## config.mk

```make
export PLATFORM = sky130hd
export DESIGN_NAME = pong_match_ctrl
export DESIGN_NICKNAME = d
export VERILOG_FILES = /design/src/rtl/pong_pkg.sv /design/src/rtl/pong_frame_timer.sv /design/src/rtl/pong_match_ctrl.sv
export SDC_FILE = /design/constraint.sdc
export NUM_CORES = 1
export LEC_CHECK = 0
export CORE_UTILIZATION = 50
export DETAILED_ROUTE_END_ITERATION = 7
export GPL_TIMING_DRIVEN = 0
export HOLD_SLACK_MARGIN = 0.1
export PLACE_DENSITY = 0.72
export SYNTH_ARGS = -nofsm -noshare
export SYNTH_HDL_FRONTEND = slang
export SYNTH_HIERARCHICAL = 1
export SYNTH_SLANG_ARGS = --single-unit
```

## constraint.sdc

```tcl
create_clock -name clk -period 2.05 [get_ports clk]
set_input_delay 0.205 -clock clk [delete_from_list [all_inputs] [get_ports clk]]
set_output_delay 0.205 -clock clk [all_outputs]
set_load 0.02 [all_outputs]
```

## src/rtl/pong_pkg.sv

```systemverilog
// Shared types and constants for the pong match sequencer.
package pong_pkg;

    localparam int SCORE_W = 4;

    localparam logic SIDE_P1 = 1'b0;
    localparam logic SIDE_P2 = 1'b1;

    typedef enum logic [2:0] {
        SERVE       = 3'd0,
        RALLY       = 3'd1,
        POINT_PAUSE = 3'd2,
        GAME_OVER   = 3'd3
    } state_t;

endpackage

```

## src/rtl/pong_frame_timer.sv

```systemverilog
// Loadable 8-bit frame_tick down-counter. A load wins over a coincident tick;
// done flags the tick that takes the count from one to zero, where it then rests.
module pong_frame_timer (
    input  logic       clk,
    input  logic       rst_n,
    input  logic       tick,
    input  logic       load,
    input  logic [7:0] load_val,
    output logic       active,
    output logic       done
);

    logic [7:0] count_q;
    logic [7:0] count_d;

    always_comb begin
        count_d = count_q;
        if (load) begin
            count_d = load_val;
        end else if (tick && (count_q != 8'd0)) begin
            count_d = count_q - 8'd1;
        end
    end

    always_ff @(posedge clk) begin
        if (!rst_n) begin
            count_q <= 8'd0;
        end else begin
            count_q <= count_d;
        end
    end

    assign active = (count_q != 8'd0);
    assign done   = tick && (count_q == 8'd1);

endmodule

```

## src/rtl/pong_match_ctrl.sv

```systemverilog
// Pong match sequencer: serve/rally/pause/game-over FSM, scores, serve side and beeps.
// Define AUTO_SERVE_EN to take the serve automatically after SERVE_TIMEOUT frames.
module pong_match_ctrl
    import pong_pkg::*;
#(
    parameter int WIN_SCORE     = 9,
    parameter int PAUSE_FRAMES  = 60,
    parameter int BEEP_FRAMES   = 6,
    parameter int SERVE_TIMEOUT = 180
) (
    input  logic       clk,
    input  logic       rst_n,
    input  logic       frame_tick,
    input  logic       p1_srv,
    input  logic       p2_srv,
    input  logic       start,
    input  logic       goal_l,
    input  logic       goal_r,
    input  logic       paddle_hit,
    input  logic       wall_hit,
    output logic       ball_run,
    output logic       ball_load,
    output logic       serve_side,
    output logic       serve_dir,
    output logic [3:0] score1,
    output logic [3:0] score2,
    output logic       game_over,
    output logic       winner,
    output logic       beep_low,
    output logic       beep_high,
    output logic [2:0] state
);

    localparam logic [SCORE_W-1:0] WIN       = SCORE_W'(WIN_SCORE);
    localparam logic [7:0]         PAUSE_VAL = 8'(PAUSE_FRAMES);
    localparam logic [7:0]         BEEP_VAL  = 8'(BEEP_FRAMES);

    state_t             state_q, state_d;
    logic [SCORE_W-1:0] score1_q, score1_d;
    logic [SCORE_W-1:0] score2_q, score2_d;
    logic               serve_side_q, serve_side_d;
    logic               serve_dir_q, serve_dir_d;
    logic               ball_load_q, ball_load_d;
    logic               winner_q, winner_d;
    logic               p1_srv_q, p1_srv_d, p1_prev_q, p1_prev_d;
    logic               p2_srv_q, p2_srv_d, p2_prev_q, p2_prev_d;
    logic               start_q, start_d, start_prev_q, start_prev_d;

    logic       p1_rise, p2_rise, start_rise, serve_press, auto_fire;
    logic       pause_load, pause_done;
    logic       low_load, high_load;
    logic [7:0] low_val;
    logic       low_active, high_active;
    logic       unused_pause_active, unused_low_done, unused_high_done;

    // Raw buttons pass one register stage before edge detection.
    assign p1_rise    = p1_srv_q && !p1_prev_q;
    assign p2_rise    = p2_srv_q && !p2_prev_q;
    assign start_rise = start_q && !start_prev_q;

    always_comb begin
        state_d      = state_q;
        score1_d     = score1_q;
        score2_d     = score2_q;
        serve_side_d = serve_side_q;
        serve_dir_d  = serve_dir_q;
        winner_d     = winner_q;
        ball_load_d  = 1'b0;
        p1_srv_d     = p1_srv;
        p1_prev_d    = p1_srv_q;
        p2_srv_d     = p2_srv;
        p2_prev_d    = p2_srv_q;
        start_d      = start;
        start_prev_d = start_q;
        pause_load   = 1'b0;
        low_load     = 1'b0;
        low_val      = BEEP_VAL;
        high_load    = 1'b0;
        serve_press  = (serve_side_q == SIDE_P2) ? p2_rise : p1_rise;

        case (state_q)
            SERVE: begin
                if (serve_press || auto_fire) begin
                    state_d     = RALLY;
                    serve_dir_d = serve_side_q;
                end
            end
            RALLY: begin
                // goal_l is checked first so it wins a same-cycle double goal.
                if (goal_l || goal_r) begin
                    if (goal_l) begin
                        if (score2_q != WIN) score2_d = score2_q + 1'b1;
                        serve_side_d = SIDE_P1;
                    end else begin
                        if (score1_q != WIN) score1_d = score1_q + 1'b1;
                        serve_side_d = SIDE_P2;
                    end
                    high_load  = 1'b1;
                    low_load   = 1'b1;
                    low_val    = 8'd0;
                    pause_load = 1'b1;
                    state_d    = POINT_PAUSE;
                end else if (paddle_hit || wall_hit) begin
                    low_load = 1'b1;
                end
            end
            POINT_PAUSE: begin
                if (pause_done) begin
                    ball_load_d = 1'b1;
                    if ((score1_q == WIN) || (score2_q == WIN)) begin
                        state_d  = GAME_OVER;
                        winner_d = (score2_q == WIN);
                    end else begin
                        state_d = SERVE;
                    end
                end
            end
            GAME_OVER: begin
                if (start_rise) begin
                    score1_d     = '0;
                    score2_d     = '0;
                    ball_load_d  = 1'b1;
                    serve_side_d = SIDE_P2;
                    state_d      = SERVE;
                end
            end
            default: state_d = SERVE;
        endcase
    end

    always_ff @(posedge clk) begin
        if (!rst_n) begin
            state_q      <= SERVE;
            score1_q     <= '0;
            score2_q     <= '0;
            serve_side_q <= SIDE_P2;
            serve_dir_q  <= 1'b1;
            ball_load_q  <= 1'b0;
            winner_q     <= 1'b0;
            p1_srv_q     <= 1'b0;
            p1_prev_q    <= 1'b0;
            p2_srv_q     <= 1'b0;
            p2_prev_q    <= 1'b0;
            start_q      <= 1'b0;
            start_prev_q <= 1'b0;
        end else begin
            state_q      <= state_d;
            score1_q     <= score1_d;
            score2_q     <= score2_d;
            serve_side_q <= serve_side_d;
            serve_dir_q  <= serve_dir_d;
            ball_load_q  <= ball_load_d;
            winner_q     <= winner_d;
            p1_srv_q     <= p1_srv_d;
            p1_prev_q    <= p1_prev_d;
            p2_srv_q     <= p2_srv_d;
            p2_prev_q    <= p2_prev_d;
            start_q      <= start_d;
            start_prev_q <= start_prev_d;
        end
    end

    pong_frame_timer u_pause_timer (
        .clk      (clk),
        .rst_n    (rst_n),
        .tick     (frame_tick),
        .load     (pause_load),
        .load_val (PAUSE_VAL),
        .active   (unused_pause_active),
        .done     (pause_done)
    );

    pong_frame_timer u_beep_low_timer (
        .clk      (clk),
        .rst_n    (rst_n),
        .tick     (frame_tick),
        .load     (low_load),
        .load_val (low_val),
        .active   (low_active),
        .done     (unused_low_done)
    );

    pong_frame_timer u_beep_high_timer (
        .clk      (clk),
        .rst_n    (rst_n),
        .tick     (frame_tick),
        .load     (high_load),
        .load_val (BEEP_VAL),
        .active   (high_active),
        .done     (unused_high_done)
    );

`ifdef AUTO_SERVE_EN
    logic       serve_load;
    logic [7:0] serve_val;
    logic       serve_active;

    // Reload on entry to SERVE (and on the first SERVE cycle after reset); zero on exit.
    always_comb begin
        serve_val  = (state_d == SERVE) ? 8'(SERVE_TIMEOUT) : 8'd0;
        serve_load = (state_d == SERVE) ? ((state_q != SERVE) || !serve_active)
                                        : (state_q == SERVE);
    end

    pong_frame_timer u_serve_timer (
        .clk      (clk),
        .rst_n    (rst_n),
        .tick     (frame_tick),
        .load     (serve_load),
        .load_val (serve_val),
        .active   (serve_active),
        .done     (auto_fire)
    );
`else
    logic [7:0] unused_serve_timeout;
    assign unused_serve_timeout = 8'(SERVE_TIMEOUT);
    assign auto_fire            = 1'b0;
`endif

    assign ball_run   = (state_q == RALLY);
    assign game_over  = (state_q == GAME_OVER);
    assign ball_load  = ball_load_q;
    assign serve_side = serve_side_q;
    assign serve_dir  = serve_dir_q;
    assign score1     = score1_q;
    assign score2     = score2_q;
    assign winner     = winner_q;
    assign beep_low   = low_active;
    assign beep_high  = high_active;
    assign state      = state_q;

endmodule

```

# Word-level counts from Yosys, hierarchy flattened
# Index checks and enable logic that the tools add are counted.
# totals
reg_bits,45
latchBits,0
ramBits,0
mem_bits_ro,0
inputBits,10
output_inout_bits,19
elab_cells,104
mem_count,0
# classes
add_sub_neg,5
mul,0
div_mod_pow,0
order_cmp,0
eq_ne,16
shift,0
n_mux,36
n_bitwise,1
reduce_logical,28
# op_table
op,n
$mux W4,7
$mux W3,8
$reduce_bool A8 Y1,3
$sub A8 B1 Y8 const B,3
$mux W8,2
$pmux W4 S2,2
$mux W6,2
$pmux W3 S4,1
$mux W1,11
$reduce_and A5 Y1,2
$add A4 B1 Y4 const B,2
$eq A4 B4 Y1 const B,2
$eq A8 B1 Y1 const B,1
$ne A2 B1 Y1 const B,4
$ne A2 B2 Y1 const B,4
$ne A4 B4 Y1 const B,2
$reduce_bool A2 Y1,4
$logic_and A1 B1 Y1,7
$eq A3 B2 Y1 const B,2
$reduce_and A3 Y1,2
$pmux W1 S2,2
$reduce_and A4 Y1,1
$eq A3 B1 Y1 const B,1
$logic_not A1 Y1,3
6 further kinds,8

# Longest topological paths before layout
# logic_depth
word_depth,5
depth_mapped,7
depth_no_buf,7

# Hierarchy
# Netlist, hierarchy kept.
# by_module_without_submodules
mod,n_inst,cells_per_inst,area_each_um2,seq_area_each_um2
pong_frame_timer,3,62,509.2,160.2
pong_match_ctrl,1,109,959.7,400.4

# Worst setup path after synthesis
# OpenSTA, ideal clock, no wires.
# synth_path
path_type,flip-flop to flip-flop
from,"register state_q[0], in the netlist state[0]"
to,register u_beep_high_timer.count_q[4]
setup_ns,0.130
arrival_ns,1.717
t_required_ns,1.920
slack_ns,0.203
stages_incl_launch_ff,7
path_buffers,1
period_less_slack_ns,1.847
cell_sequence,dfxtp_1 > nand2b_4 > nor2_1 > inv_1 > clkbuf_1 > o21ai_0 > a21oi_1
# synth_between
elab_chain_cells,3
# synth_lines
item,line,text
"start, declared",pong_match_ctrl.sv:38,"state_t state_q, state_d;"
"start signal, assigned",pong_match_ctrl.sv:147,state_q <= state_d;
$eq A3 B1 Y1,pong_match_ctrl.sv:81,case (state_q)
$mux W1,pong_match_ctrl.sv:81,
via high_load,pong_match_ctrl.sv:51,"logic low_load, high_load;"
$reduce_or A2 Y1 (no source line),-,
"end signal, assigned",pong_frame_timer.sv:29,count_q <= count_d;
"end, declared",pong_frame_timer.sv:13,logic [7:0] count_q;
# The timed path passes the listed nets, and every way through them passes these cells.
# A chain may end at the register's enable or synchronous reset.

# Worst setup path in the final report
# layout_path
from,register u_beep_low_timer.count_q[0]
to,output beep_low
# layout_between
elab_chain_cells,1
# layout_lines
item,line,text
"start, declared",pong_frame_timer.sv:13,
"start signal, assigned",pong_frame_timer.sv:29,
$reduce_bool A8 Y1,pong_frame_timer.sv:33,assign active = (count_q != 8'd0);
"end, declared",pong_match_ctrl.sv:29,"output logic beep_low,"
# No other way between the ends.

==> impl_metrics.json <==
{
  "min_period_over_period_pct": 91.8,
  "timing_hold_violations_final": 0,
  "number_of_synthesis_warnings": 6,
  "clock_path_buffers": 2,
  "final-seq-area_um2": 883,
  "worstPathRequired_ns": 1.85,
  "floorplan.die.height_um": 71.8,
  "cts-buffers-inserted": 5,
  "leakage_nw": 1.12,
  "postLayoutCellArea_mm2": 0.00296,
  "top_level_ports": 29,
  "finalNetCount": 362,
  "numPortBuffers": 27,
  "setup_slack_ns": 0.169,
  "core_region_area_mm2": 0.00469,
  "drt.antenna.violating_nets": 0,
  "cts_setup_buffers": 0,
  "pre_cts_slack_ns": -0.450,
  "post_synth_inst_count": 289,
  "avgViaCountPerCell": 5.36,
  "area_grow_syn2layout_pct": 21.6,
  "fraction_of_layout_cells_with_a_size_suffix_above_1_pct": 9.57,
  "count_of_maximum_capacitance_violations": 0,
  "finalWirelength_um": 4960,
  "wire_length_of_the_first_global_routing_pass_um": 8420,
  "reg2reg_from": "state[1]",
  "pwr_density_mw_per_mm2": 1330,
  "worstSetupEndpointType": "primary output",
  "post-route-min-period_ns": 1.88,
  "critPathLaunch": "u_beep_low_timer/count_q[0]",
  "avg_cell_area_syn_um2": 8.43,
  "critPathLaunchType": "flop",
  "floorplan.die_area_mm2": 0.00516,
  "cts.root.buffer_cell": "clkbuf_8",
  "groute.usage.overall_pct": 20.8,
  "cts_tree": "built",
  "setup_violations_final": 0,
  "holdCritPathClass": "reg -> reg",
  "worst_hold_path.num_cells": 1,
  "grt_pass1_vias": 1870,
  "reg2reg_setup_slack_ns": 0.20,
  "antenna-diode-count": 0,
  "synth.cell_area_mm2": 0.00244,
  "h-tree-depth": 2,
  "final_max_slew_violation_count": 0,
  "numClockSinks": 44,
  "ff2ff_path_depth": 6,
  "timing.max_slew.rel_slack_pct": 59.2,
  "critPathMaxFanout": 3,
  "final.hold.worst_slack_ns": 0.466,
  "number_of_design_rule_violations_left_after_detail_routing": 0,
  "die_w_um": 71.8,
  "n_fill_cell": 413,
  "worst_r2r_endpoint": "u_beep_high_timer/count_q[4]",
  "hold_path.startpoint": "start_prev_d",
  "placed_instance_area_mm2": 0.00285,
  "num_rows": 25,
  "grt_overflow": 0,
  "tightestPinTransition_ns": 0.610,
  "status": "finished, final reports clean",
  "num_vias": 2138,
  "multiInputGateArea_mm2": 0.00155,
  "drtPass1Iterations": 4,
  "gp_routability_congestion": 0.790,
  "totalNegativeSetupSlack_ns": 0,
  "timing_worst_setup_path_type": "reg -> out",
  "antenna_found_initial": 0,
  "arrival_ns": 1.68,
  "dp_hpwl_um": 3530,
  "worstHoldEndpoint": "start_prev_q",
  "ir_worst_vdd_mv": 0.613,
  "rsz0062_at_grt": "yes",
  "achievable-frequency_mhz": 532,
  "start_util_pct": 51.9,
  "grt_start_max_net_pins": 20,
  "clk-insertion-delay-late_ns": 0.30,
  "worst_setup_hold_path_clk_slew_ns": 0.09,
  "hold_buf_count_cts": 0,
  "timing.clock.skew_ns": 0.0135,
  "wl_per_cell_um": 12.4,
  "drt_iter0_drc": 59
}
[state kept, by name (all words and copies together), names as in the netlist, 2 cells and up]
register and count:
u_beep_low_timer/count_q 8, score1 4, u_pause_timer/count_q 8, u_beep_high_timer/count_q 8, state 2, score2 4
[metal layers]
| metal | track usage [%] | part of all wire, % | vias up | wire, µm |
|---|---|---|---|---|
| met1 | 26.8 | 49 | 962 | 2410 |
| met3 | 4.78 | 3.5 | 7 | 174 |
| met4 | 8.93 | 1.5 | 0 | 76 |
| met5 | 0 | 0 | - | 0 |
| met2 | 33.2 | 46 | 33 | 2300 |
| li1 | - | - | 1136 | - |
[cells in the final DEF, fill, tap and decap left out, types with 4 or more instances in the layout]
| cell | n |
|---|---|
| inv_1 | 18 |
| clkbuf_1 | 6 |
| clkdlybuf4s50_1 | 25 |
| nand3_1 | 14 |
| nor3_1 | 7 |
| mux2i_1 | 4 |
| conb_1 | 23 |
| and2_1 | 8 |
| o211ai_1 | 5 |
| clkbuf_8 | 6 |
| o21ai_0 | 29 |
| nand3b_1 | 9 |
| a21oi_1 | 28 |
| nand4b_1 | 4 |
| nand2b_1 | 6 |
| ha_1 | 8 |
| nor2_1 | 17 |
| dfxtp_1 | 42 |
| nand2_1 | 19 |
[how the worst max path moves through the flow]
stage	to	slack [ns]	cells past startpoint
detailed placement	u_beep_high_timer/count_q[4]	-0.45	7
floorplan	u_beep_high_timer/count_q[4]	0.20	6
global route	u_beep_high_timer/count_q[6]	-0.06	7
global placement	u_pause_timer/count_q[6]	-0.37	7
finish	beep_low	0.17	5
CTS	game_over	0.0003	3
[stage by stage]
step,std cells,total power [W],utilization [%]
finish,399,0.00394,63.1
global route,399,0.00430,63.1
CTS,399,0.00397,63.1
detailed placement,391,0.00339,60.8
global placement,391,0.00335,60.8
floorplan,310,0.00289,-
[repair_timing]
action                                 CTS  global route
endpoints found under the hold margin    0             0
gates resized for setup                  6             2
setup endpoints to repair               12             6
[worst max-delay path, cell delays in order (launching register included)]
cell,delay [ns]
dfxtp_1,0.36
inv_1,0.10
ha_1,0.19
nor3b_2,0.27
nand2_1,0.10
dlygate4sd2_1,0.35
[cell type report]
class	count	area share (%)
clock inverter	1	0.253
clock buffer	7	2.91
multi-input combinational	239	52.2
inverter	18	2.28
tap	54	2.28
sequential	44	29.8
timing repair buffer	27	9.04
buffer	9	1.27
[where the power goes]
group	internal, W	switching (W)	leakage, nW
sequential	0.00111	0.000356	0.362
combinational	0.000892	0.00101	0.716
clock	0.000274	0.000303	0.0445
No activity file was read; power rests on OpenSTA's default activity.
